## src/rtl/hazard_ctrl_if.sv

```systemverilog
// Signal bundle between the pipeline datapath and hazard_ctrl.
// The pipeline side uses the master modport; the hazard controller uses slave.
interface hazard_ctrl_if #(
   parameter int REG_AW = 5,
   parameter int CNT_W  = 32
);
   logic              id_valid;
   logic              id_is_halt;
   logic [REG_AW-1:0] id_rs;
   logic [REG_AW-1:0] id_rt;
   logic              id_use_rs;
   logic              id_use_rt;
   logic [REG_AW-1:0] ex_rs;
   logic [REG_AW-1:0] ex_rt;
   logic [REG_AW-1:0] ex_rd;
   logic              ex_wr_en;
   logic              ex_is_load;
   logic              ex_branch_taken;
   logic [REG_AW-1:0] mem_rd;
   logic              mem_wr_en;
   logic [REG_AW-1:0] wb_rd;
   logic              wb_wr_en;

   logic              stall_if_id;
   logic              bubble_ex;
   logic              flush_if_id;
   logic [1:0]        fwd_a_sel;
   logic [1:0]        fwd_b_sel;
   logic [CNT_W-1:0]  stall_w_cnt;
   logic [CNT_W-1:0]  stall_wo_cnt;
   logic              halted;

   modport master (
      output id_valid, id_is_halt, id_rs, id_rt, id_use_rs, id_use_rt,
             ex_rs, ex_rt, ex_rd, ex_wr_en, ex_is_load, ex_branch_taken,
             mem_rd, mem_wr_en, wb_rd, wb_wr_en,
      input  stall_if_id, bubble_ex, flush_if_id, fwd_a_sel, fwd_b_sel,
             stall_w_cnt, stall_wo_cnt, halted
   );

   modport slave (
      input  id_valid, id_is_halt, id_rs, id_rt, id_use_rs, id_use_rt,
             ex_rs, ex_rt, ex_rd, ex_wr_en, ex_is_load, ex_branch_taken,
             mem_rd, mem_wr_en, wb_rd, wb_wr_en,
      output stall_if_id, bubble_ex, flush_if_id, fwd_a_sel, fwd_b_sel,
             stall_w_cnt, stall_wo_cnt, halted
   );
endinterface

```

## src/rtl/hazard_ctrl.sv

```systemverilog
// RAW hazard detection, forwarding selects, halt drain and stall accounting for the 5-stage core.
// Define HAZ_FORWARD_EN to enable EX-stage forwarding; otherwise stalls follow the no-forwarding model.
module hazard_ctrl #(
   parameter int REG_AW       = 5,
   parameter int CNT_W        = 32,
   parameter int DRAIN_CYCLES = 3,
   parameter int BR_PENALTY   = 2
) (
   input logic         clk,
   input logic         reset,
   hazard_ctrl_if.slave hz
);
   localparam int DW = (DRAIN_CYCLES < 2) ? 1 : $clog2(DRAIN_CYCLES + 1);

   typedef enum logic [1:0] {RUN, DRAIN, HALTED} state_t;

   state_t           state_q, state_d;
   logic [DW-1:0]    drain_q, drain_d;
   logic             seen_q;
   logic [CNT_W-1:0] stall_w_q, stall_w_d;
   logic [CNT_W-1:0] stall_wo_q, stall_wo_d;

   logic dep_ex, dep_mem, hazard_stall;
   logic stall, bubble, flush, halted, branch_flush, do_count;
   logic [1:0] fwd_a, fwd_b;

   // Register 0 is hardwired to zero, so it never produces a dependency.
   function automatic logic writes_to(input logic wr_en, input logic [REG_AW-1:0] rd,
                                      input logic [REG_AW-1:0] idx);
      return wr_en && (rd != '0) && (rd == idx);
   endfunction

   assign dep_ex  = (hz.id_use_rs && writes_to(hz.ex_wr_en, hz.ex_rd, hz.id_rs)) ||
                    (hz.id_use_rt && writes_to(hz.ex_wr_en, hz.ex_rd, hz.id_rt));
   assign dep_mem = (hz.id_use_rs && writes_to(hz.mem_wr_en, hz.mem_rd, hz.id_rs)) ||
                    (hz.id_use_rt && writes_to(hz.mem_wr_en, hz.mem_rd, hz.id_rt));

`ifdef HAZ_FORWARD_EN
   assign hazard_stall = hz.id_valid && dep_ex && hz.ex_is_load;
   // EX/MEM result is younger than MEM/WB, so it wins when both match.
   assign fwd_a = writes_to(hz.mem_wr_en, hz.mem_rd, hz.ex_rs) ? 2'b01 :
                  (writes_to(hz.wb_wr_en, hz.wb_rd, hz.ex_rs) ? 2'b10 : 2'b00);
   assign fwd_b = writes_to(hz.mem_wr_en, hz.mem_rd, hz.ex_rt) ? 2'b01 :
                  (writes_to(hz.wb_wr_en, hz.wb_rd, hz.ex_rt) ? 2'b10 : 2'b00);
`else
   logic unused_fwd_inputs;
   assign unused_fwd_inputs = ^{hz.ex_rs, hz.ex_rt, hz.wb_rd, hz.wb_wr_en};
   // Without forwarding the consumer waits until the producer reaches WB.
   assign hazard_stall = hz.id_valid && (dep_ex || dep_mem);
   assign fwd_a = 2'b00;
   assign fwd_b = 2'b00;
`endif

   always_comb begin
      // NOTE: every signal written here gets a default first, so no latch is inferred.
      state_d      = state_q;
      drain_d      = drain_q;
      stall        = 1'b0;
      bubble       = 1'b0;
      flush        = 1'b0;
      halted       = 1'b0;
      branch_flush = 1'b0;
      unique case (state_q)
         RUN: begin
            if (hz.ex_branch_taken) begin
               flush        = 1'b1;
               bubble       = 1'b1;
               branch_flush = 1'b1;
            end else begin
               if (hazard_stall) begin
                  stall  = 1'b1;
                  bubble = 1'b1;
               end
               if (hz.id_valid && hz.id_is_halt) begin
                  state_d = DRAIN;
                  drain_d = DW'(DRAIN_CYCLES);
               end
            end
         end
         DRAIN: begin
            // Only in the first drain cycle can an older taken branch still squash the halt.
            if (hz.ex_branch_taken && (drain_q == DW'(DRAIN_CYCLES))) begin
               state_d      = RUN;
               flush        = 1'b1;
               bubble       = 1'b1;
               branch_flush = 1'b1;
            end else begin
               stall   = 1'b1;
               bubble  = 1'b1;
               drain_d = drain_q - DW'(1);
               if (drain_q <= DW'(1)) state_d = HALTED;
            end
         end
         HALTED: begin
            halted = 1'b1;
            stall  = 1'b1;
         end
         default: state_d = RUN;
      endcase
   end

   // Each ID instruction is charged once, on its first cycle; held cycles are free.
   assign do_count = (state_q == RUN) && hz.id_valid && !hz.ex_branch_taken && !seen_q;

   always_comb begin
      stall_w_d  = stall_w_q;
      stall_wo_d = stall_wo_q;
      if (branch_flush) begin
         stall_w_d  = stall_w_q  + CNT_W'(BR_PENALTY);
         stall_wo_d = stall_wo_q + CNT_W'(BR_PENALTY);
      end else if (do_count) begin
         if (dep_ex && hz.ex_is_load) stall_w_d = stall_w_q + CNT_W'(1);
         if (dep_ex)                  stall_wo_d = stall_wo_q + CNT_W'(2);
         else if (dep_mem)            stall_wo_d = stall_wo_q + CNT_W'(1);
      end
   end

   // NOTE: sequential state uses non-blocking assignments so every register samples pre-edge values.
   always_ff @(posedge clk) begin
      if (reset) begin
         state_q    <= RUN;
         drain_q    <= '0;
         seen_q     <= 1'b0;
         stall_w_q  <= '0;
         stall_wo_q <= '0;
      end else begin
         state_q    <= state_d;
         drain_q    <= drain_d;
         seen_q     <= stall;
         stall_w_q  <= stall_w_d;
         stall_wo_q <= stall_wo_d;
      end
   end

   assign hz.stall_if_id  = stall  && !reset;
   assign hz.bubble_ex    = bubble && !reset;
   assign hz.flush_if_id  = flush  && !reset;
   assign hz.halted       = halted && !reset;
   assign hz.fwd_a_sel    = reset ? 2'b00 : fwd_a;
   assign hz.fwd_b_sel    = reset ? 2'b00 : fwd_b;
   assign hz.stall_w_cnt  = stall_w_q;
   assign hz.stall_wo_cnt = stall_wo_q;
endmodule

```

## src/flat_wrapper.sv

```systemverilog
// flat-port wrapper written by rule: the top's interface ports become plain ports
module hazard_ctrl_flat 
#(
   parameter int REG_AW       = 5,
   parameter int CNT_W        = 32,
   parameter int DRAIN_CYCLES = 3,
   parameter int BR_PENALTY   = 2
)
  (clk, reset, hz_id_valid, hz_id_is_halt, hz_id_rs, hz_id_rt, hz_id_use_rs, hz_id_use_rt, hz_ex_rs, hz_ex_rt, hz_ex_rd, hz_ex_wr_en, hz_ex_is_load, hz_ex_branch_taken, hz_mem_rd, hz_mem_wr_en, hz_wb_rd, hz_wb_wr_en, hz_stall_if_id, hz_bubble_ex, hz_flush_if_id, hz_fwd_a_sel, hz_fwd_b_sel, hz_stall_w_cnt, hz_stall_wo_cnt, hz_halted);
  hazard_ctrl_if #(.REG_AW(REG_AW), .CNT_W(CNT_W)) hz_i ();
  input logic clk;
  input logic reset;
  input wire logic [$bits(hz_i.id_valid)-1:0] hz_id_valid;
  input wire logic [$bits(hz_i.id_is_halt)-1:0] hz_id_is_halt;
  input wire logic [$bits(hz_i.id_rs)-1:0] hz_id_rs;
  input wire logic [$bits(hz_i.id_rt)-1:0] hz_id_rt;
  input wire logic [$bits(hz_i.id_use_rs)-1:0] hz_id_use_rs;
  input wire logic [$bits(hz_i.id_use_rt)-1:0] hz_id_use_rt;
  input wire logic [$bits(hz_i.ex_rs)-1:0] hz_ex_rs;
  input wire logic [$bits(hz_i.ex_rt)-1:0] hz_ex_rt;
  input wire logic [$bits(hz_i.ex_rd)-1:0] hz_ex_rd;
  input wire logic [$bits(hz_i.ex_wr_en)-1:0] hz_ex_wr_en;
  input wire logic [$bits(hz_i.ex_is_load)-1:0] hz_ex_is_load;
  input wire logic [$bits(hz_i.ex_branch_taken)-1:0] hz_ex_branch_taken;
  input wire logic [$bits(hz_i.mem_rd)-1:0] hz_mem_rd;
  input wire logic [$bits(hz_i.mem_wr_en)-1:0] hz_mem_wr_en;
  input wire logic [$bits(hz_i.wb_rd)-1:0] hz_wb_rd;
  input wire logic [$bits(hz_i.wb_wr_en)-1:0] hz_wb_wr_en;
  output wire logic [$bits(hz_i.stall_if_id)-1:0] hz_stall_if_id;
  output wire logic [$bits(hz_i.bubble_ex)-1:0] hz_bubble_ex;
  output wire logic [$bits(hz_i.flush_if_id)-1:0] hz_flush_if_id;
  output wire logic [$bits(hz_i.fwd_a_sel)-1:0] hz_fwd_a_sel;
  output wire logic [$bits(hz_i.fwd_b_sel)-1:0] hz_fwd_b_sel;
  output wire logic [$bits(hz_i.stall_w_cnt)-1:0] hz_stall_w_cnt;
  output wire logic [$bits(hz_i.stall_wo_cnt)-1:0] hz_stall_wo_cnt;
  output wire logic [$bits(hz_i.halted)-1:0] hz_halted;
  assign hz_i.id_valid = hz_id_valid;
  assign hz_i.id_is_halt = hz_id_is_halt;
  assign hz_i.id_rs = hz_id_rs;
  assign hz_i.id_rt = hz_id_rt;
  assign hz_i.id_use_rs = hz_id_use_rs;
  assign hz_i.id_use_rt = hz_id_use_rt;
  assign hz_i.ex_rs = hz_ex_rs;
  assign hz_i.ex_rt = hz_ex_rt;
  assign hz_i.ex_rd = hz_ex_rd;
  assign hz_i.ex_wr_en = hz_ex_wr_en;
  assign hz_i.ex_is_load = hz_ex_is_load;
  assign hz_i.ex_branch_taken = hz_ex_branch_taken;
  assign hz_i.mem_rd = hz_mem_rd;
  assign hz_i.mem_wr_en = hz_mem_wr_en;
  assign hz_i.wb_rd = hz_wb_rd;
  assign hz_i.wb_wr_en = hz_wb_wr_en;
  assign hz_stall_if_id = hz_i.stall_if_id;
  assign hz_bubble_ex = hz_i.bubble_ex;
  assign hz_flush_if_id = hz_i.flush_if_id;
  assign hz_fwd_a_sel = hz_i.fwd_a_sel;
  assign hz_fwd_b_sel = hz_i.fwd_b_sel;
  assign hz_stall_w_cnt = hz_i.stall_w_cnt;
  assign hz_stall_wo_cnt = hz_i.stall_wo_cnt;
  assign hz_halted = hz_i.halted;
  hazard_ctrl #(.REG_AW(REG_AW), .CNT_W(CNT_W), .DRAIN_CYCLES(DRAIN_CYCLES), .BR_PENALTY(BR_PENALTY)) u_core (.clk(clk), .reset(reset), .hz(hz_i));
endmodule
```

## config.mk

```make
export PLATFORM = sky130hd
export DESIGN_NAME = hazard_ctrl_flat
export DESIGN_NICKNAME = d
export VERILOG_FILES = /design/src/rtl/hazard_ctrl_if.sv /design/src/rtl/hazard_ctrl.sv /design/src/flat_wrapper.sv
export SDC_FILE = /design/constraint.sdc
export NUM_CORES = 1
export LEC_CHECK = 0
export BUFFER_PORTS_ARGS = -buffer_cell sky130_fd_sc_hd__buf_2
export CELL_PAD_IN_SITES_DETAIL_PLACEMENT = 2
export CELL_PAD_IN_SITES_GLOBAL_PLACEMENT = 2
export CORE_AREA = 2 2 121 123
export CTS_CLUSTER_SIZE = 30
export DETAILED_ROUTE_END_ITERATION = 16
export DIE_AREA = 0 0 123 125
export PLACE_DENSITY = 0.87
export SLEW_MARGIN = 5
export SYNTH_ARGS = -nofsm -noshare
export SYNTH_HDL_FRONTEND = slang
export SYNTH_SLANG_ARGS = --single-unit
```

## constraint.sdc

```tcl
create_clock -name clk -period 3 [get_ports clk]
set_input_delay 0.6 -clock clk [delete_from_list [all_inputs] [get_ports clk]]
set_output_delay 0.6 -clock clk [all_outputs]
set_load 0.05 [all_outputs]
```

**Word level (Yosys, flattened, before mapping)**

Index checks and enable logic that the tools add are counted.

- Output and inout port bits: 72
- Word-level logic and storage cells: 87
- Bits of input ports: 46
- Bits in registers: 69

- Muxes and demuxes: 26
- $add $sub $neg: 5
- Bitwise logic cells: 1
- Reduce and logical (&&, ||, !) cells: 38
- Eq/ne operators: 11
- Order comparisons: 1

Operator list:

| kind | number |
|---|---|
| 2-to-1 mux 32 bit | 7 |
| adder 32 x 1 -> 32 bit, second input constant | 2 |
| adder 32 x 2 -> 32 bit, second input constant | 2 |
| logical AND 1 bit | 21 |
| equality test 5 bit | 4 |
| 2-to-1 mux 2 bit | 7 |
| nonzero test 5 bit | 2 |
| AND reduction 4 bit | 2 |
| 2-to-1 mux 1 bit | 7 |
| case mux 2 bit (3 select lines) | 1 |
| nonzero test 2 bit | 3 |
| equality test 2 bit, second input constant | 2 |
| inequality test 2 bit, second input constant | 2 |
| case mux 1 bit (2 select lines) | 2 |
| case mux 2 bit (2 select lines) | 1 |
| AND reduction 2 bit | 2 |
| zero test 1 bit | 3 |
| logical OR 1 bit | 3 |
| inequality test 3 x 1 -> 1 bit, second input constant | 1 |
| case mux 1 bit (3 select lines) | 1 |
| nonzero test 3 bit | 1 |
| equality test 2 x 1 -> 1 bit, second input constant | 1 |
| <= comparator 2 x 1 -> 1 bit, second input constant | 1 |
| zero test 2 bit | 1 |
| other kinds (3) | 3 |

**Depth between registers and ports, before layout**

Gate-level depths: netlist of run 1.

- Depth in word-level cells: 11
- Depth in mapped cells: 9
- Mapped depth without buffers: 7

**Worst setup path after synthesis of run 1**

No wires, ideal clock.

- Kind: in2out
- From: input hz_ex_rd[1]
- To: output hz_bubble_ex
- Path slack: -262 ps
- Arrival time: 2662 ps
- Cell stages on the path: 8
- Path through: xor2_1 -> nor4_1 -> and3_1 -> buf_2 -> o21ai_2 -> nand2_1 -> a211oi_1 -> nor3_1

- Cells in the longest elaborated chain, start to end: 11

RTL lines:

| what | RTL line | source |
|---|---|---|
| start: declaration | flat_wrapper.sv:21 | `input wire logic [$bits(hz_i.ex_rd)-1:0] hz_ex_rd;` |
| nonzero test 5 bit | hazard_ctrl.sv:30 | `return wr_en && (rd != '0) && (rd == idx);` |
| logical AND 1 bit (2 in series) | hazard_ctrl.sv:30 |  |
| logical AND 1 bit (on tied branches) | hazard_ctrl.sv:33, hazard_ctrl.sv:34 |  |
| logical OR 1 bit * | hazard_ctrl.sv:33 | `assign dep_ex = (hz.id_use_rs && writes_to(hz.ex_wr_en, hz.ex_rd, hz.id_rs)) \|\|` |
| logical OR 1 bit * | hazard_ctrl.sv:49 | `assign hazard_stall = hz.id_valid && (dep_ex \|\| dep_mem);` |
| logical AND 1 bit * | hazard_ctrl.sv:49 |  |
| 2-to-1 mux 1 bit * | hazard_ctrl.sv:70 | `if (hazard_stall) begin` |
| 2-to-1 mux 1 bit * | hazard_ctrl.sv:65 | `if (hz.ex_branch_taken) begin` |
| case mux 1 bit (2 select lines) * | hazard_ctrl.sv:63 | `unique case (state_q)` |
| logical AND 1 bit * | hazard_ctrl.sv:136 | `assign hz.bubble_ex = bubble && !reset;` |
| end: declaration | flat_wrapper.sv:30 | `output wire logic [$bits(hz_i.bubble_ex)-1:0] hz_bubble_ex;` |

Mark *: on every way between the ends. The rest lies on a longest branch, timed or not.

**Worst setup path after layout of run 1**

- From: input hz_ex_rd[0]
- To: output hz_stall_if_id

- Cells in the longest elaborated chain, start to end: 11

RTL lines:

| what | RTL line | source |
|---|---|---|
| nonzero test 5 bit | hazard_ctrl.sv:30 |  |
| logical AND 1 bit (2 in series) | hazard_ctrl.sv:30 |  |
| logical AND 1 bit (on tied branches) | hazard_ctrl.sv:33, hazard_ctrl.sv:34 |  |
| logical OR 1 bit * | hazard_ctrl.sv:33 |  |
| logical OR 1 bit * | hazard_ctrl.sv:49 |  |
| logical AND 1 bit * | hazard_ctrl.sv:49 |  |
| 2-to-1 mux 1 bit * | hazard_ctrl.sv:70 |  |
| 2-to-1 mux 1 bit * | hazard_ctrl.sv:65 |  |
| case mux 1 bit (3 select lines) * | hazard_ctrl.sv:63 |  |
| logical AND 1 bit * | hazard_ctrl.sv:135 | `assign hz.stall_if_id = stall && !reset;` |
| end: declaration | flat_wrapper.sv:29 | `output wire logic [$bits(hz_i.stall_if_id)-1:0] hz_stall_if_id;` |

Marked as above.

==> qor.csv, run 1 <==
metric,value,unit
"commonest non-fill, non-tap cell in the layout",sky130_fd_sc_hd__buf_2,
count of buffers from port buffering,97,
post-synthesis cell type count,59,
H-tree depth,3,
"leading cell types in the layout, fill and taps excluded","95 x sky130_fd_sc_hd__buf_2, 69 x sky130_fd_sc_hd__nor2_1, 69 x sky130_fd_sc_hd__dfxtp_1",
Mean Syn Cell Area,8.304,µm²
status,"complete, no violations",
starting utilization of the core area,29.29,%
vias in the first global route,4749,
startpoint-to-endpoint class of the critical path,input port to primary output,
class of the worst hold path,flop to flop,
critical path data arrival time,2280,ps
net load switching power,598.6,µW
fill cell instance count of the final layout,1663,
cells after synthesis,501,
Critical Path Start,hz_ex_rd[0],
final estimated routing congestion in global placement,0.7974,
Reg2Reg Depth,7,
worst setup slack after placement,-74.99,ps
Post-synth top flop,sky130_fd_sc_hd__dfxtp_1,
number of violations of the max-capacitance limit,0,
"setup slack, reg-to-reg",410,ps
RSZ-0062 raised after global routing,false,
Post-Route Skew,7.647,ps
buffers inserted by post-CTS timing repair,0,
flip-flop and latch area,1381,µm²
vias after detailed routing,4238,
power density relative to cell area,423.2,nW/µm²
Leak Pwr,0.002009,µW
maximum vdd ir drop,0.1895,mV
routed metal-1 wire length,5633,µm
initial antenna violation count,1,
TritonCTS clock tree,done,
clock root buffer,sky130_fd_sc_hd__clkbuf_16,
routed length on met2,7836,µm
setup ws final,116.7,ps
Max-Slew Margin vs Limit,51.47,%
Critical Path Max Stage Delay,370,ps
initial drt markers,167,
share of post-route cells with drive strength above 1,26.41,%
part of the total power dissipated in the clock network,45.9,%
"EDFF count, synth",0,
timing-limited maximum frequency,346.8,MHz
number of vias per cell after detailed routing,5.385,
CP max FO,3,
count of final setup violators,0,
"Min Clock Period, post-route",2883,ps
core region area,14200,µm²
sink count of the clock tree,69,
Worst-Margin Slew,722.4,ps
Post-Synthesis Cell Area,4160,µm²
launch point of the worst reg-to-reg path,u_core.state_q[1]$_SDFFE_PP0P_,
latest clock arrival within the worst-skew pair,350,ps
total global routing track utilization,19.63,%
horizontal die dimension,123,µm
number of pins with negative max-slew slack in the final report,0,
family with the most delay on the worst path,simple AND/OR/NAND/NOR gates,
aggregate routed wire length,14560,µm
clock buffer count from CTS,9,
final hold violation count,0,
number of buffers between clock root and the deepest sink,2,
share of flip-flops with an asynchronous set or reset,0,%
final net count,651,
DP Wirelength,10660,µm
post-CTS clock slew at the launch and capture registers of the worst setup and hold paths,50,ps
number of placement rows,44,
Yosys warning total,0,
iteration count of the initial detailed-routing pass,5,
uppermost layer routed,met4,
number of top-level design ports,118,
final worst-path cycle share,96.11,%
share of synthesized area occupied by flip-flops and latches,33.20,%
WP data required,2400,ps
combinational cell fraction of total power,10.9,%
Routed met3 length,741,µm
maximum number of pins on one net before global-route repair,51,
area added between synthesis and finish,24.72,%
total number of cells along the worst setup path,9,
Overflow after GRT,0,
reg-to-reg endpoint,u_core.hz.stall_w_cnt[17]$_SDFFE_PP0P_,
count of antenna-violating nets left after detailed routing,0,
Worst setup EP type,primary output,
crit path buf inv count,2,
first-pass GRT wire length,23740,µm
Switching Share,27.26,%
area of the die,15380,µm²
endpoint of the most critical setup path,hz_stall_if_id,
Internal,1597,µW
number of flip-flops and latches in the synthesized netlist,69,
slowest cell on the critical path,sky130_fd_sc_hd__nor4_1,
DRC violations left,0,
setup TNS,0,ps
number of buffers added to fix hold violations after cts,0,
average wire length per cell after detail routing,18.50,µm
critical path cell sequence,buf_2 -> xor2_1 -> nor4_1 -> and3_1 -> o21ai_2 -> nand2_2 -> nand2b_1 -> a31oi_2 -> buf_4,
multi-input gate area in the final layout,2623,µm²
sequential cell fraction of total power,43.2,%
Die Y-Extent,125,µm
kind of start point of the critical path,input port,
cells by family after synthesis:
family	count (synthesis)	share of synthesized area, %
AO/OA/AOI/OAI	89	17.08
XOR/XNOR	58	12.21
adder cells (fa/ha/maj)	6	1.804
buffers and inverters	45	4.722
flip-flops	69	33.20
multiplexers	17	4.602
other	1	0.09014
AND/OR/NAND/NOR	216	26.29
worst min-delay path by stage:
| stage | start | endpoint | slack [ps] | cells past startpoint |
|---|---|---|---|---|
| final | u_core.hz.stall_w_cnt[31]$_SDFFE_PP0P_ | u_core.hz.stall_w_cnt[31]$_SDFFE_PP0P_ | 550 | 2 |
| after global routing | u_core.hz.stall_w_cnt[31]$_SDFFE_PP0P_ | u_core.hz.stall_w_cnt[31]$_SDFFE_PP0P_ | 590 | 2 |
| after CTS | u_core.hz.stall_w_cnt[31]$_SDFFE_PP0P_ | u_core.hz.stall_w_cnt[31]$_SDFFE_PP0P_ | 560 | 2 |
| after detailed placement | u_core.drain_q[0]$_SDFFE_PP0P_ | u_core.drain_q[0]$_SDFFE_PP0P_ | 520 | 1 |
| after global placement | u_core.drain_q[0]$_SDFFE_PP0P_ | u_core.drain_q[0]$_SDFFE_PP0P_ | 500 | 1 |
| after floorplan | u_core.drain_q[0]$_SDFFE_PP0P_ | u_core.drain_q[0]$_SDFFE_PP0P_ | 480 | 1 |
metal layers:
metal  GRT usage (%)  up-vias
li1                -     1983
met5               0        -
met3           5.748       28
met2           36.82       98
met1           20.27     2129
met4           7.086        0
area by class of cell:
| class | count | area share, % |
|---|---|---|
| diodes | 1 | 0.04823 |
| clock buffers | 12 | 4.943 |
| clock inverters | 2 | 0.1929 |
| inverters | 12 | 0.8681 |
| multi-input cells | 390 | 50.54 |
| flip-flops and latches | 69 | 26.62 |
| well taps | 184 | 4.437 |
| repair buffers | 117 | 12.35 |
registers in the layout, summed over array words and instances (netlist names):
register and flops:
u_core.hz.stall_wo_cnt 32, u_core.state_q 2, u_core.drain_q 2, u_core.seen_q 1
u_core.hz.stall_w_cnt 32
cells in the mapped netlist, types with 5 or more instances:
| cell type | number | share of area, % |
|---|---|---|
| sky130_fd_sc_hd__xor2_1 | 17 | 3.6 |
| sky130_fd_sc_hd__ha_1 | 6 | 1.8 |
| sky130_fd_sc_hd__mux2_2 | 8 | 2.2 |
| sky130_fd_sc_hd__nor4_1 | 6 | 0.90 |
| sky130_fd_sc_hd__o22ai_1 | 14 | 2.1 |
| sky130_fd_sc_hd__mux2_1 | 9 | 2.4 |
| sky130_fd_sc_hd__a2111oi_2 | 5 | 1.8 |
| sky130_fd_sc_hd__a2111oi_0 | 5 | 1.1 |
| sky130_fd_sc_hd__a311oi_1 | 6 | 1.3 |
| sky130_fd_sc_hd__inv_1 | 12 | 1.1 |
| sky130_fd_sc_hd__a211oi_1 | 10 | 1.8 |
| sky130_fd_sc_hd__nor2_1 | 69 | 6.2 |
| sky130_fd_sc_hd__dfxtp_1 | 69 | 33 |
| sky130_fd_sc_hd__a21oi_1 | 15 | 1.8 |
| sky130_fd_sc_hd__a31oi_1 | 9 | 1.4 |
| sky130_fd_sc_hd__and3_1 | 12 | 1.8 |
| sky130_fd_sc_hd__clkbuf_1 | 21 | 1.9 |
| sky130_fd_sc_hd__nand2_1 | 37 | 3.3 |
| sky130_fd_sc_hd__nand4_1 | 20 | 3.0 |
| sky130_fd_sc_hd__nor3_1 | 7 | 0.84 |
| sky130_fd_sc_hd__nor2b_1 | 17 | 2.6 |
| sky130_fd_sc_hd__and4_1 | 6 | 1.3 |
| sky130_fd_sc_hd__xnor2_1 | 41 | 8.6 |
| sky130_fd_sc_hd__nand3_1 | 24 | 2.9 |
worst reg2reg max path, cell delays in order, from the launching register on:
cell	delay, ps
sky130_fd_sc_hd__dfxtp_1	370
sky130_fd_sc_hd__or3b_4	450
sky130_fd_sc_hd__nor3_4	270
sky130_fd_sc_hd__and2_4	220
sky130_fd_sc_hd__o2111ai_2	280
sky130_fd_sc_hd__a2111oi_0	640
sky130_fd_sc_hd__xnor2_1	180
sky130_fd_sc_hd__nor2_1	60
power groups by stage:
stage               combinational, µW  clock, µW  sequential, µW
floorplan                         142          0             978
global placement                  226          0             965
detailed placement                237          0             967
CTS                               242       1040             947
global route                      261       1080             949
finish                            240       1010             947
what timing repair did:
| item | CTS | global route |
|---|---|---|
| pin swaps | 0 | 2 |
| setup endpoints to repair | 2 | 2 |
| resized for setup | 3 | 4 |
per-stage QoR:
| stage | power, µW | utilization [%] | hold WS [ps] | instance area [µm²] | cells |
|---|---|---|---|---|---|
| 2_1_floorplan | 1120 | - | 479.6 | 4183 | 504 |
| 3_3_place_gp | 1191 | 34.48 | 501.1 | 4897 | 772 |
| 3_5_place_dp | 1204 | 34.48 | 523.0 | 4897 | 772 |
| 4_1_cts | 2229 | 36.45 | 557.4 | 5177 | 786 |
| 5_1_grt | 2287 | 36.53 | 589.5 | 5189 | 787 |
| 6_report | 2196 | 36.53 | 549.3 | 5189 | 787 |
Power figures use the tool's default switching activity.
==> inputs of run 2 (changes only) <==
Settings changed: CORE_AREA 2 2 121 123 to 2 2 119 121, CTS_BUF_LIST set to sky130_fd_sc_hd__clkbuf_4 sky130_fd_sc_hd__clkbuf_8, DIE_AREA 0 0 123 125 to 0 0 121 123, PLACE_DENSITY 0.87 to 0.9.
==> run 2 against run 1 <==
Combinational power grew 3%. Maximum frequency shrank 1.3%. Critical path depth shrank 1. Worst setup slack lost 37 ps. Critical path type unchanged. Largest power group is now registers. Register-to-register slack gained 70 ps. Cell area shrank 1.2%. Largest cell class unchanged.
==> qor.csv, run 2 (synthesis results as in run 1) <==
metric,value,unit,change
status,"complete, no violations",,unchanged
Critical Path Max Stage Delay,530,ps,was 370 ps
"commonest non-fill, non-tap cell in the layout",sky130_fd_sc_hd__buf_2,,unchanged
setup TNS,0,ps,unchanged
number of placement rows,43,,was 44
final estimated routing congestion in global placement,0.8123,,was 0.7974
final worst-path cycle share,97.34,%,was 96.11%
post-CTS clock slew at the launch and capture registers of the worst setup and hold paths,70,ps,was 50 ps
initial drt markers,200,,was 167
Reg2Reg Depth,6,,was 7
Power Total,1964,µW,was 2196 µW
CP max FO,3,,unchanged
slowest cell on the critical path,sky130_fd_sc_hd__or4_1,,was sky130_fd_sc_hd__nor4_1
total global routing track utilization,19.84,%,was 19.63%
count of final setup violators,0,,unchanged
number of violations of the max-capacitance limit,0,,unchanged
vias after detailed routing,4153,,was 4238
instance area after placement,4912,µm²,was 4897 µm²
RSZ-0062 raised after global routing,false,,unchanged
class of the worst hold path,flop to flop,,unchanged
initial antenna violation count,0,,was 1
number of pins with negative max-slew slack in the final report,0,,unchanged
timing-limited maximum frequency,342.4,MHz,was 346.8 MHz
Overflow after GRT,0,,unchanged
aggregate routed wire length,14140,µm,was 14560 µm
"setup slack, reg-to-reg",480,ps,was 410 ps
Critical Path Most Common Cell,sky130_fd_sc_hd__buf_2,,
DP Wirelength,10500,µm,was 10660 µm
fill cell instance count of the final layout,1583,,was 1663
area of the die,14880,µm²,was 15380 µm²
maximum vdd ir drop,0.2433,mV,was 0.1895 mV
number of antenna cells inserted,0,,was 1
Max-Slew Margin vs Limit,50.54,%,was 51.47%
area added between synthesis and finish,23.19,%,was 24.72%
first-pass GRT wire length,23490,µm,was 23740 µm
startpoint-to-endpoint class of the critical path,input port to primary output,,unchanged
final hold violation count,0,,unchanged
Worst setup EP type,primary output,,unchanged
kind of start point of the critical path,input port,,unchanged
clock buffer count from CTS,9,,unchanged
iteration count of the initial detailed-routing pass,4,,was 5
number of vias per cell after detailed routing,5.304,,was 5.385
worst setup slack after placement,37.68,ps,was -74.99 ps
count of antenna-violating nets left after detailed routing,0,,unchanged
horizontal die dimension,121,µm,was 123 µm
core region area,13610,µm²,was 14200 µm²
count of buffers from port buffering,97,,unchanged
starting utilization of the core area,30.56,%,was 29.29%
setup ws final,79.73,ps,was 116.7 ps
clock root buffer,sky130_fd_sc_hd__clkbuf_8,,was sky130_fd_sc_hd__clkbuf_16
sink count of the clock tree,69,,unchanged
WP data required,2400,ps,about the same
vias in the first global route,4537,,was 4749
average wire length per cell after detail routing,18.05,µm,was 18.50 µm
Leak Pwr,0.001982,µW,was 0.002009 µW
DRC violations left,0,,unchanged
reg-to-reg endpoint,u_core.hz.stall_wo_cnt[17]$_SDFFE_PP0P_,,was u_core.hz.stall_w_cnt[17]$_SDFFE_PP0P_
Worst-Margin Slew,736.2,ps,was 722.4 ps
number of buffers between clock root and the deepest sink,2,,unchanged
Critical Path Start,hz_mem_rd[0],,was hz_ex_rd[0]
latest clock arrival within the worst-skew pair,370,ps,was 350 ps
launch point of the worst reg-to-reg path,u_core.hz.stall_wo_cnt[4]$_SDFFE_PP0P_,,was u_core.state_q[1]$_SDFFE_PP0P_
critical path data arrival time,2320,ps,was 2280 ps
final net count,652,,was 651
Die Y-Extent,123,µm,was 125 µm
maximum number of pins on one net before global-route repair,78,,was 51
"leading cell types in the layout, fill and taps excluded","96 x sky130_fd_sc_hd__buf_2, 69 x sky130_fd_sc_hd__nor2_1, 69 x sky130_fd_sc_hd__dfxtp_1",,"was 95 x sky130_fd_sc_hd__buf_2, 69 x sky130_fd_sc_hd__nor2_1, 69 x sky130_fd_sc_hd__dfxtp_1"
TritonCTS clock tree,done,,unchanged
share of post-route cells with drive strength above 1,26.70,%,was 26.41%
endpoint of the most critical setup path,hz_bubble_ex,,was hz_stall_if_id
number of top-level design ports,118,,unchanged
power density relative to cell area,383.2,nW/µm²,was 423.2 nW/µm²
critical path cell sequence,buf_2 -> or4_1 -> o21a_1 -> o21ai_0 -> nand2_1 -> a211oi_2 -> nor3_2 -> buf_2,,was buf_2 -> xor2_1 -> nor4_1 -> and3_1 -> o21ai_2 -> nand2_2 -> nand2b_1 -> a31oi_2 -> buf_4
"Min Clock Period, post-route",2920,ps,was 2883 ps
final instance area,5125,µm²,was 5189 µm²
H-tree depth,3,,unchanged
Post-Route Skew,9.637,ps,was 7.647 ps
-- run 2: timing repair --
| item | CTS | global route |
|---|---|---|
| setup endpoints to repair | 0 | 2 |
| resized for setup | 0 | 6 |
| hold buffers | 0 | 0 |
| buffers inserted | 0 | 0 |
-- run 2: how the worst min path moves through the flow --
stage                     depth (start not counted)  slack, ps                              startpoint                                      to
after floorplan                                   1        480          u_core.drain_q[0]$_SDFFE_PP0P_          u_core.drain_q[0]$_SDFFE_PP0P_
after global placement                            1        500          u_core.drain_q[0]$_SDFFE_PP0P_          u_core.drain_q[0]$_SDFFE_PP0P_
after detailed placement                          1        520          u_core.drain_q[0]$_SDFFE_PP0P_          u_core.drain_q[0]$_SDFFE_PP0P_
after CTS                                         1        530          u_core.drain_q[0]$_SDFFE_PP0P_          u_core.drain_q[0]$_SDFFE_PP0P_
after global routing                              2        580  u_core.hz.stall_w_cnt[31]$_SDFFE_PP0P_  u_core.hz.stall_w_cnt[31]$_SDFFE_PP0P_
final                                             1        530          u_core.drain_q[0]$_SDFFE_PP0P_          u_core.drain_q[0]$_SDFFE_PP0P_
-- run 2: routing by layer --
layer	global-route usage, %	up-vias	routed length (µm)
li1	-	1992	-
met1	23.43	2047	6101
met2	35.53	98	7211
met3	5.581	16	637
met4	4.724	0	185
met5	0	-	0
-- run 2: metrics by stage --
| stage | hold WS (ps) | cells | util (%) |
|---|---|---|---|
| 2_1_floorplan | 479.6 | 504 | - |
| 3_3_place_gp | 497.9 | 769 | 36.09 |
| 3_5_place_dp | 516.6 | 769 | 36.09 |
| 4_1_cts | 529.7 | 783 | 37.47 |
| 5_1_grt | 576.0 | 783 | 37.65 |
| 6_report | 531.5 | 783 | 37.65 |
-- run 2: cell type report --
type	count	area, µm²	share of cell area, %
Clock buffer	12	152.6	2.979
Clock inverter	2	35.03	0.6836
Inverter	12	45.04	0.8789
Multi-Input combinational cell	390	2628	51.27
Sequential cell	69	1381	26.95
Tap cell	180	225.2	4.395
Timing Repair Buffer	118	658.1	12.84
-- run 2: critical path, delay by kind of cell --
kind                   cells  cell delay, ps
buffers and inverters      2             340
AOI/OAI and AO/OA          3             610
and+or+nand+nor            3             750
-- run 2: report_power, final --
part	leakage (µW)	internal, µW	switching [µW]	total, µW
combinational	0.00133	80.4	168	248
clock	0.0000991	415	359	775
sequential	0.000557	925	15.9	941
==> inputs of run 3 (changes only) <==
Settings changed: CORE_AREA 2 2 119 121 to 2 2 126 115, DIE_AREA 0 0 121 123 to 0 0 128 117, PLACE_DENSITY 0.9 to 0.89.
==> run 3 against run 2 <==
Cell area decreased by 0.46%. Largest power group unchanged. Non-clock buffer count increased by 2. Maximum frequency increased by 4.2%. Combinational power about the same. Count of clock-buffer cells in the layout increased by 1.
==> qor.csv, run 3 (synthesis results as in run 1) <==
metric,value,unit,change
status,"complete, no violations",,unchanged
area added between synthesis and finish,22.62,%,was 23.19%
routed length on met2,7417,µm,was 7211 µm
H-tree depth,3,,unchanged
Critical Path Max Stage Delay,330,ps,was 530 ps
number of instances in the placed design,762,,was 769
area of the die,14980,µm²,was 14880 µm²
"Min Clock Period, post-route",2801,ps,was 2920 ps
Overflow after GRT,0,,unchanged
slowest cell on the critical path,sky130_fd_sc_hd__nor4_1,,was sky130_fd_sc_hd__or4_1
clock buffer count from CTS,9,,unchanged
count of buffers from port buffering,97,,unchanged
multi-input gate area in the final layout,2614,µm²,was 2628 µm²
initial antenna violation count,1,,was 0
post-CTS clock slew at the launch and capture registers of the worst setup and hold paths,80,ps,was 70 ps
family with the most delay on the worst path,simple AND/OR/NAND/NOR gates,,unchanged
final net count,654,,was 652
core region area,13750,µm²,was 13610 µm²
class of the worst hold path,flop to flop,,unchanged
number of placement rows,41,,was 43
aggregate routed wire length,14560,µm,was 14140 µm
DP Wirelength,10600,µm,was 10500 µm
number of vias per cell after detailed routing,5.376,,was 5.304
number of violations of the max-capacitance limit,0,,unchanged
fill cell instance count of the final layout,1607,,was 1583
vias after detailed routing,4188,,was 4153
number of pins with negative max-slew slack in the final report,0,,unchanged
sink count of the clock tree,69,,unchanged
crit path buf inv count,2,,unchanged
count of antenna-violating nets left after detailed routing,0,,unchanged
horizontal die dimension,128,µm,was 121 µm
maximum number of pins on one net before global-route repair,84,,was 78
kind of start point of the critical path,input port,,unchanged
setup TNS,0,ps,unchanged
total global routing track utilization,20.11,%,was 19.84%
critical path cell sequence,buf_2 -> xor2_1 -> nor4_1 -> and3_1 -> o21ai_2 -> nand2_1 -> nand2b_1 -> a31oi_2 -> buf_4,,was buf_2 -> or4_1 -> o21a_1 -> o21ai_0 -> nand2_1 -> a211oi_2 -> nor3_2 -> buf_2
Die Y-Extent,117,µm,was 123 µm
DRC violations left,0,,unchanged
"commonest non-fill, non-tap cell in the layout",sky130_fd_sc_hd__buf_2,,unchanged
initial drt markers,199,,was 200
WP data required,2400,ps,about the same
number of buffers added to fix hold violations after cts,0,,unchanged
number of top-level design ports,118,,unchanged
Leak Pwr,0.001989,µW,was 0.001982 µW
count of final setup violators,0,,unchanged
"leading cell types in the layout, fill and taps excluded","96 x sky130_fd_sc_hd__buf_2, 69 x sky130_fd_sc_hd__nor2_1, 69 x sky130_fd_sc_hd__dfxtp_1",,unchanged
Worst-Margin Slew,733.4,ps,was 736.2 ps
clock root buffer,sky130_fd_sc_hd__clkbuf_8,,unchanged
first-pass GRT wire length,23650,µm,was 23490 µm
Routed met3 length,606,µm,was 637 µm
tightest hold margin,545.0,ps,was 531.5 ps
timing-limited maximum frequency,357.0,MHz,was 342.4 MHz
instance area after placement,4910,µm²,was 4912 µm²
startpoint-to-endpoint class of the critical path,input port to primary output,,unchanged
vias in the first global route,4511,,was 4537
flip-flop and latch area,1381,µm²,unchanged
Post-Route Skew,12.10,ps,was 9.637 ps
final instance area,5101,µm²,was 5125 µm²
uppermost layer routed,met4,,unchanged
final hold violation count,0,,unchanged
average wire length per cell after detail routing,18.70,µm,was 18.05 µm
Max-Slew Margin vs Limit,50.73,%,was 50.54%
power density relative to cell area,371.2,nW/µm²,was 383.2 nW/µm²
number of buffers between clock root and the deepest sink,2,,unchanged
CP max FO,3,,unchanged
end-of-flow core utilization,37.10,%,was 37.65%
final worst-path cycle share,93.38,%,was 97.34%
latest clock arrival within the worst-skew pair,370,ps,about the same
critical path data arrival time,2200,ps,was 2320 ps
routed metal-1 wire length,6363,µm,was 6101 µm
maximum vdd ir drop,0.1673,mV,was 0.2433 mV
final estimated routing congestion in global placement,0.7742,,was 0.8123
RSZ-0062 raised after global routing,false,,unchanged
Worst setup EP type,primary output,,unchanged
TritonCTS clock tree,done,,unchanged
iteration count of the initial detailed-routing pass,4,,unchanged
Final Instance Count excl. Fillers,779,,was 783
share of post-route cells with drive strength above 1,26.73,%,was 26.70%
starting utilization of the core area,30.26,%,was 30.56%
-- run 3: cell types whose count changed in the layout (fill, tap and decap cells not counted), sizes merged --
| cell | previous run | this run |
|---|---|---|
| clkbuf | 12 | 13 |
| buf | 118 | 120 |
| clkinv | 1 | 2 |
| diode | 0 | 1 |
| bufinv | 1 | 0 |
-- run 3: final timing paths --
check	from	end	slack, ps	depth (start not counted)
worst max register to register	u_core.state_q[1]$_SDFFE_PP0P_	u_core.hz.stall_w_cnt[25]$_SDFFE_PP0P_	400	7
worst min register to register	u_core.drain_q[0]$_SDFFE_PP0P_	u_core.drain_q[0]$_SDFFE_PP0P_	540	1
worst min-delay path	u_core.drain_q[0]$_SDFFE_PP0P_	u_core.drain_q[0]$_SDFFE_PP0P_	540	1
worst max-delay path	hz_ex_rd[1]	hz_stall_if_id	200	9
-- run 3: layout make-up --
class | instances | share of cell area [%]
multi-input cells | 390 | 51.24
flip-flops and latches | 69 | 27.08
repair buffers | 120 | 13.20
well taps | 172 | 4.219
clock buffers | 13 | 3.140
inverters | 12 | 0.8830
clock inverters | 2 | 0.1962
diodes | 1 | 0.04906
-- run 3: per-stage QoR --
stage                     power, µW  worst slack [ps]
after global placement         1195             69.01
after global routing           1997             27.75
after detailed placement       1211            -23.42
final                          1894             198.6
after CTS                      1933             30.82
after floorplan                1120             164.2
-- run 3: where the power goes --
group	switching [µW]	leakage [µW]	internal [µW]
combinational	169	0.00134	80.8
sequential	16.6	0.000557	925
clock	358	0.0000935	344
total	544	0.00199	1350
-- run 3: repair_timing --
item	CTS	global route
gates resized for setup	2	2
endpoints found under the hold margin	0	0
pin swaps	0	2
endpoints found under the setup margin	1	2
cloned	0	0
buffers inserted	0	1
-- run 3: layer usage --
| layer | GRT usage [%] | up-vias |
|---|---|---|
| met5 | 0 | - |
| met4 | 6.374 | 0 |
| met3 | 5.500 | 16 |
| met2 | 36.04 | 84 |
| met1 | 23.55 | 2097 |
| li1 | - | 1991 |
